**config.mk**
```make
export PLATFORM = sky130hd
export DESIGN_NAME = trap_controller
export DESIGN_NICKNAME = d
export VERILOG_FILES = /design/src/rtl/trap_controller.sv
export SDC_FILE = /design/constraint.sdc
export NUM_CORES = 1
export LEC_CHECK = 0
export ABC_AREA = 1
export CAP_MARGIN = 20
export CORE_AREA = 4 4 157 159
export CTS_CLUSTER_SIZE = 25
export DETAILED_ROUTE_END_ITERATION = 10
export DIE_AREA = 0 0 161 163
export SLEW_MARGIN = 20
export SYNTH_ARGS = -nofsm -noshare
export SYNTH_HDL_FRONTEND = slang
export SYNTH_SLANG_ARGS = --single-unit
```
**constraint.sdc**
```tcl
create_clock -name i_clk -period 1.7 [get_ports i_clk]
set_clock_uncertainty 0.1 [all_clocks]
set_input_delay 0.51 -clock i_clk [delete_from_list [all_inputs] [get_ports i_clk]]
set_output_delay 0.51 -clock i_clk [all_outputs]
set_load 0.01 [all_outputs]
```
**src/rtl/trap_controller.sv**
```systemverilog
// trap_controller: sequences synchronous trap entry (ECALL / illegal opcode) and MRET return.
// Latency: trap request -> redirect in 4 cycles (MRET: 3), plus one cycle per busy DRAIN cycle.
// Backpressure: holds in DRAIN while i_mem_busy; o_stall freezes the pipeline for the whole sequence.
//
// Ports:
//   i_clk, i_arstn                 clock, async active-low reset
//   i_valid, i_ecall_instr, i_mret execute-stage request (accepted only in IDLE)
//   i_cause, i_pc                  exception code / PC captured on trap request
//   i_mtvec, i_mepc                CSR values, read combinationally during REDIRECT
//   i_mem_busy                     outstanding data-memory access
//   o_stall, o_flush               pipeline freeze / younger-instruction kill
//   o_csr_we, o_mepc, o_mcause     mepc/mcause write port
//   o_pc_redirect, o_redirect_pc   fetch PC mux override
//   o_trap_cnt                     saturating count of trap entries
module trap_controller #(
    parameter int XLEN  = 64,
    parameter int CNT_W = 16
) (
    input  logic             i_clk,
    input  logic             i_arstn,
    input  logic             i_ecall_instr,
    input  logic [3:0]       i_cause,
    input  logic             i_mret,
    input  logic             i_valid,
    input  logic [XLEN-1:0]  i_pc,
    input  logic [XLEN-1:0]  i_mtvec,
    input  logic [XLEN-1:0]  i_mepc,
    input  logic             i_mem_busy,
    output logic             o_stall,
    output logic             o_flush,
    output logic             o_csr_we,
    output logic [XLEN-1:0]  o_mepc,
    output logic [XLEN-1:0]  o_mcause,
    output logic             o_pc_redirect,
    output logic [XLEN-1:0]  o_redirect_pc,
    output logic [CNT_W-1:0] o_trap_cnt
);

    typedef enum logic [2:0] {
        IDLE     = 3'd0,
        DRAIN    = 3'd1,
        FLUSH    = 3'd2,
        CSR_WR   = 3'd3,
        REDIRECT = 3'd4
    } state_t;

    state_t           state;
    state_t           state_nxt;
    logic             is_trap;
    logic [XLEN-1:0]  epc_q;
    logic [3:0]       cause_q;
    logic [CNT_W-1:0] trap_cnt;
    logic             req_trap;
    logic             req_mret;

    // Requests are only honoured in IDLE; elsewhere the pipeline is frozen.
    assign req_trap = (state == IDLE) && i_valid && i_ecall_instr;
    assign req_mret = (state == IDLE) && i_valid && i_mret && !i_ecall_instr;

    always_ff @(posedge i_clk or negedge i_arstn) begin
        if (!i_arstn) begin
            state    <= IDLE;
            is_trap  <= 1'b0;
            epc_q    <= '0;
            cause_q  <= '0;
            trap_cnt <= '0;
        end else begin
            state <= state_nxt;
            if (req_trap) begin
                epc_q   <= i_pc;
                cause_q <= i_cause;
                is_trap <= 1'b1;
            end else if (req_mret) begin
                is_trap <= 1'b0;
            end
            // Count on the FLUSH -> CSR_WR transition, i.e. on entry to CSR_WR.
            if ((state == FLUSH) && is_trap && (trap_cnt != {CNT_W{1'b1}})) begin
                trap_cnt <= trap_cnt + 1'b1;
            end
        end
    end

    always_comb begin
        state_nxt = state;
        case (state)
            IDLE:     if (req_trap || req_mret) state_nxt = DRAIN;
            DRAIN:    if (!i_mem_busy) state_nxt = FLUSH;
            FLUSH:    state_nxt = is_trap ? CSR_WR : REDIRECT;
            CSR_WR:   state_nxt = REDIRECT;
            REDIRECT: state_nxt = IDLE;
            default:  state_nxt = IDLE;
        endcase
    end

    assign o_stall       = (state != IDLE);
    assign o_flush       = (state == FLUSH);
    assign o_csr_we      = (state == CSR_WR);
    assign o_pc_redirect = (state == REDIRECT);
    assign o_trap_cnt    = trap_cnt;

    // mepc is word-aligned; mcause bit XLEN-1 stays 0 because only exceptions reach here.
    assign o_mepc   = {epc_q[XLEN-1:2], 2'b00};
    assign o_mcause = {{(XLEN-4){1'b0}}, cause_q};

    // Direct-mode vector only: mtvec mode bits are dropped along with mepc's low bits.
    always_comb begin
        o_redirect_pc = '0;
        if (state == REDIRECT) begin
            o_redirect_pc = is_trap ? {i_mtvec[XLEN-1:2], 2'b00}
                                    : {i_mepc[XLEN-1:2], 2'b00};
        end
    end

endmodule

```
After elaboration in Yosys (flattened, before gate mapping) --
Cells that the tools add are included.
Cells by class: eq/ne operators 7, reduce and logical (&&, ||, !) cells 12, add/sub/neg operators 1, multiplexer cells 8
Operators by type and width (count):
- two-way mux 64 bit | 2
- adder 16 x 1 -> 16 bit (second input constant) | 1
- != test 16 bit (second input constant) | 1
- one-hot mux 3 bit (4 select lines) | 1
- two-way mux 3 bit | 3
- == test 3 x 2 -> 1 bit (second input constant) | 2
- logical AND 1 bit | 6
- == test 3 x 1 -> 1 bit (second input constant) | 1
- == test 3 bit (second input constant) | 1
- zero test 3 bit | 1
- nonzero test 3 bit | 1
- two-way mux 1 bit | 2
- != test 2 x 1 -> 1 bit (second input constant) | 1
- != test 2 bit (second input constant) | 1
- AND reduction 2 bit | 1
- nonzero test 2 bit | 1
- zero test 1 bit | 1
- logical OR 1 bit | 1
Storage, ports and cells: input bits 202, output and inout port bits 212, logic and storage cells 33, register bits 88

Depth between registers and ports, before layout --
depth in word-level cells 7, mapped depth 9

Least setup slack after synthesis --
No wires, ideal clock.
path type flip-flop to output port, start reg state[0], end out o_redirect_pc[10], arrival 1.370 ns, buffers on the path 1, cell stages (with the launch flop) 5, path slack -0.280 ns, cell sequence dfrtp_1 nor3_1 inv_2 clkbuf_1 a21oi_1
Between the ends: cells in the longest elaborated chain, start to end 2
RTL lines:
- start, declared | RTL line 47 | state_t state;
- start signal, assigned | RTL line 68 | state <= state_nxt;
- == test 3 bit
- net o_pc_redirect | RTL line 34 | output logic o_pc_redirect,
- two-way mux 64 bit | RTL line 108 | if (state == REDIRECT) begin
- end, declared | RTL line 35 | output logic [XLEN-1:0] o_redirect_pc,
The timed path passes the listed nets, and every way through them passes these cells.

Worst setup path in the final report --
start reg state[1], end out o_redirect_pc[4]
Between the ends: cells in the longest elaborated chain, start to end 2
RTL lines (RTL line):
- == test 3 bit | 108
- two-way mux 64 bit | 108
No other way between the ends.

==> impl_metrics.xml <==
<?xml version="1.0" encoding="UTF-8"?>
<metrics>
  <group name="pwr">
    <metric name="leakage" unit="nW">5.44</metric>
    <metric name="vdd.ir_drop.worst" unit="V">0.000702</metric>
    <metric name="power.density" unit="nW/µm²">1210</metric>
  </group>
  <group name="floorplan">
    <metric name="die-height" unit="µm">163</metric>
    <metric name="initial_standard_cell_utilization_of_the_core" unit="">0.218</metric>
    <metric name="die_x" unit="µm">161</metric>
    <metric name="num_rows" unit="">56</metric>
    <metric name="pin_count" unit="">414</metric>
    <metric name="core" unit="µm²">23300</metric>
    <metric name="floorplan.die_area" unit="µm²">26200</metric>
  </group>
  <group name="critical_path">
    <metric name="path_common_cell" unit="">buf_6</metric>
    <metric name="critPathCaptureType" unit="">output port</metric>
    <metric name="worstPathCellList" unit="">nor3_4 -&gt; inv_4 -&gt; buf_12 -&gt; buf_16 -&gt; buf_6 -&gt; a21oi_4 -&gt; buf_6</metric>
    <metric name="timing.critical_path.from_type" unit="">flop</metric>
    <metric name="criticalPathCategory" unit="">flop to output port</metric>
    <metric name="timing.critical_path.slowest_cell_delay" unit="ns">0.40</metric>
    <metric name="slowest_stage" unit="">dfrtp_1</metric>
    <metric name="arrival" unit="ns">1.72</metric>
    <metric name="crit_required" unit="ns">1.09</metric>
    <metric name="critical_path_peak_fanout" unit="">5</metric>
  </group>
  <group name="placement">
    <metric name="dp_hpwl" unit="mm">17.6</metric>
    <metric name="routabilityCongestion" unit="">0.809</metric>
    <metric name="dpl-instance-area" unit="µm²">9030</metric>
    <metric name="io_buffers" unit="">343</metric>
  </group>
  <group name="sta">
    <metric name="finalCriticalPeriod" unit="ns">2.33</metric>
    <metric name="finalSetupViolCount" unit="">133</metric>
    <metric name="final-max-slew-violation-count" unit="">0</metric>
    <metric name="fmax" unit="MHz">428</metric>
    <metric name="rsz0062_at_grt" unit="">true</metric>
    <metric name="fin_hold_ws" unit="ns">0.369</metric>
    <metric name="timing.final.hold_violations" unit="">0</metric>
    <metric name="timing.final.ws_setup" unit="ns">-0.635</metric>
    <metric name="period_share" unit="">1.37</metric>
  </group>
  <group name="yosys">
    <metric name="cell_count_after_synthesis" unit="">730</metric>
    <metric name="synth_cell_type_count" unit="">26</metric>
    <metric name="synth_warnings" unit="">0</metric>
    <metric name="synth.cell_area" unit="µm²">5070</metric>
    <metric name="synth.yosys.seq_area_share" unit="">0.424</metric>
    <metric name="syn_area_per_cell" unit="µm²">6.95</metric>
    <metric name="synth-seq-cells" unit="">86</metric>
  </group>
  <group name="detailed_routing">
    <metric name="routed_wire_length_per_instance" unit="µm">17.6</metric>
    <metric name="detail_route.drc_violations" unit="">0</metric>
    <metric name="via_count_of_the_routed_design" unit="">6155</metric>
    <metric name="dr.first_iter.drc_count" unit="">244</metric>
    <metric name="route.final.wire_length" unit="mm">25.9</metric>
    <metric name="drt-vias-per-instance" unit="">4.19</metric>
    <metric name="drt-pass1-iter-count" unit="">4</metric>
    <metric name="ant_nets" unit="">0</metric>
  </group>
  <group name="job">
    <metric name="drv.max_cap_violation_count" unit="">0</metric>
  </group>
  <group name="grt">
    <metric name="met1_usage" unit="">0.208</metric>
    <metric name="grt_util_all_layers" unit="">0.181</metric>
    <metric name="number_of_antenna_violations_at_the_first_check_in_global_routing" unit="">0</metric>
    <metric name="busiest_layer" unit="">met2</metric>
    <metric name="vias_in_the_first_global_route" unit="">6246</metric>
    <metric name="grt_util_met2" unit="">0.324</metric>
    <metric name="gr_ovfl_total" unit="">0</metric>
    <metric name="gr-usage-met3" unit="">0.0580</metric>
    <metric name="grt_max_degree" unit="">31</metric>
    <metric name="global_route_wire_length_before_repair" unit="mm">36.9</metric>
  </group>
  <group name="final_layout">
    <metric name="nNetsFinal" unit="">1350</metric>
    <metric name="n_antenna_cell" unit="">0</metric>
    <metric name="area_growth_syn_to_layout" unit="%">118</metric>
    <metric name="final_cell_mix" unit="">nand2_1 (262), clkdlybuf4s50_1 (194), nand2_2 (101)</metric>
    <metric name="finish.utilization" unit="">0.475</metric>
    <metric name="drive_gt1_frac" unit="">0.345</metric>
    <metric name="final_area" unit="µm²">11100</metric>
    <metric name="layout.cells.most_common" unit="">nand2_1</metric>
  </group>
  <group name="clock_network">
    <metric name="clk_transition_reported_paths" unit="ns">0.06</metric>
    <metric name="tritoncts" unit="">built</metric>
    <metric name="clock_path_buffers" unit="">2</metric>
    <metric name="clock-sinks" unit="">86</metric>
    <metric name="cts_htree_levels" unit="">3</metric>
    <metric name="clockRootBuffer" unit="">clkbuf_16</metric>
    <metric name="cts_buffers" unit="">9</metric>
    <metric name="clock_latency_on_the_worst_skew_pair" unit="ns">0.34</metric>
  </group>
  <group name="outcome">
    <metric name="failing_checks" unit="">negative setup slack</metric>
    <metric name="run_status" unit="">finished with violations</metric>
  </group>
  <group name="min_path">
    <metric name="worst_hold_path_class" unit="">flop to flop</metric>
  </group>
</metrics>
[sequential cells by signal (all words and copies together), names as in the netlist]
register    count
o_trap_cnt     16
state           3
cause_q         4
is_trap         1
epc_q          62
[worst max-delay path: cells and delay by family, from the launching register on]
family / cells / cell delay [ns]
buffers and inverters: 5 / 0.60
flip-flops: 1 / 0.40
AND/OR/NAND/NOR: 1 / 0.23
AO/OA/AOI/OAI: 1 / 0.16
[cell type report]
type	count	area, µm²
sequential	86	2150
inverter	26	134
fill	2260	12200
clock inverter	6	70.1
multi-input combinational	582	3350
tap	319	399
timing repair inverter	2	46.3
timing repair buffer	440	4680
clock buffer	9	225
[cells in the mapped netlist, drive strengths merged]
master,number,area (µm²)
dfrtp,86,2150
ha,1,12.5
nand4,9,56.3
conb,1,3.75
nor3,1,5.00
nand3,13,82.6
xnor2,7,61.3
o211ai,1,7.51
clkbuf,15,56.3
o21ai,4,20.0
a21oi,63,315
buf,84,604
nor2,22,95.1
a31oi,1,6.26
nand2,396,1500
inv,26,97.6
[where the power goes]
group | leakage (nW) | internal [mW] | switching [mW]
logic | 4.21 | 3.78 | 4.16
clock network | 0.135 | 1.14 | 0.877
registers | 1.09 | 2.86 | 0.565
total | 5.44 | 7.78 | 5.60
[final timing paths]
path	startpoint	slack, ns	end	cells past startpoint
min in group asynchronous	i_arstn	0.50	epc_q[57]$_DFFE_PN0P_	2
worst min-delay path	epc_q[30]$_DFFE_PN0P_	0.37	epc_q[30]$_DFFE_PN0P_	2
worst max-delay path	state[1]$_DFFE_PN0P_	-0.63	o_redirect_pc[4]	7
worst min register to register	epc_q[30]$_DFFE_PN0P_	0.37	epc_q[30]$_DFFE_PN0P_	2
worst max register to register	state[0]$_DFFE_PN0P_	-0.10	state[1]$_DFFE_PN0P_	11
max in group asynchronous	i_arstn	0.51	epc_q[37]$_DFFE_PN0P_	3
[per-layer routing]
layer | wire, µm | up-vias | part of all wire
li1 | - | 2976 | -
met1 | 9780 | 2878 | 0.38
met2 | 13600 | 276 | 0.52
met3 | 2020 | 25 | 0.078
met4 | 503 | 0 | 0.019
met5 | 0 | - | 0
[stage by stage]
step                      power, mW  setup slack, ns  std cells  setup TNS, ns
final                          13.4           -0.635       1470         -34.37
after global routing           14.2           -0.710       1470         -46.45
after CTS                      12.6           -0.669       1464         -47.80
after detailed placement       9.56           -0.992       1410         -59.54
after global placement         9.54            -1.02       1410         -58.87
after floorplan                6.06          -0.0753        793          -4.17
[what timing repair did]
item,CTS,global route
endpoints found under the setup margin,214,151
hold buffers,1,0
pin swaps,20,50
buffers inserted,19,7
gates cloned,21,4
endpoints found under the hold margin,16,0
resized for setup,520,197
[kinds of logic (layout without fill, tap and decap cells)]
group | count (synthesis) | after routing | synth area share
fa+ha+maj | 1 | 1 | 0.00247
other cells | 1 | 64 | 0.000739
compound gates | 69 | 69 | 0.0688
flops | 86 | 86 | 0.424
buf+inv | 125 | 483 | 0.149
simple gates | 441 | 441 | 0.342
xor+xnor | 7 | 7 | 0.0121
Power figures use the tool's default switching activity.
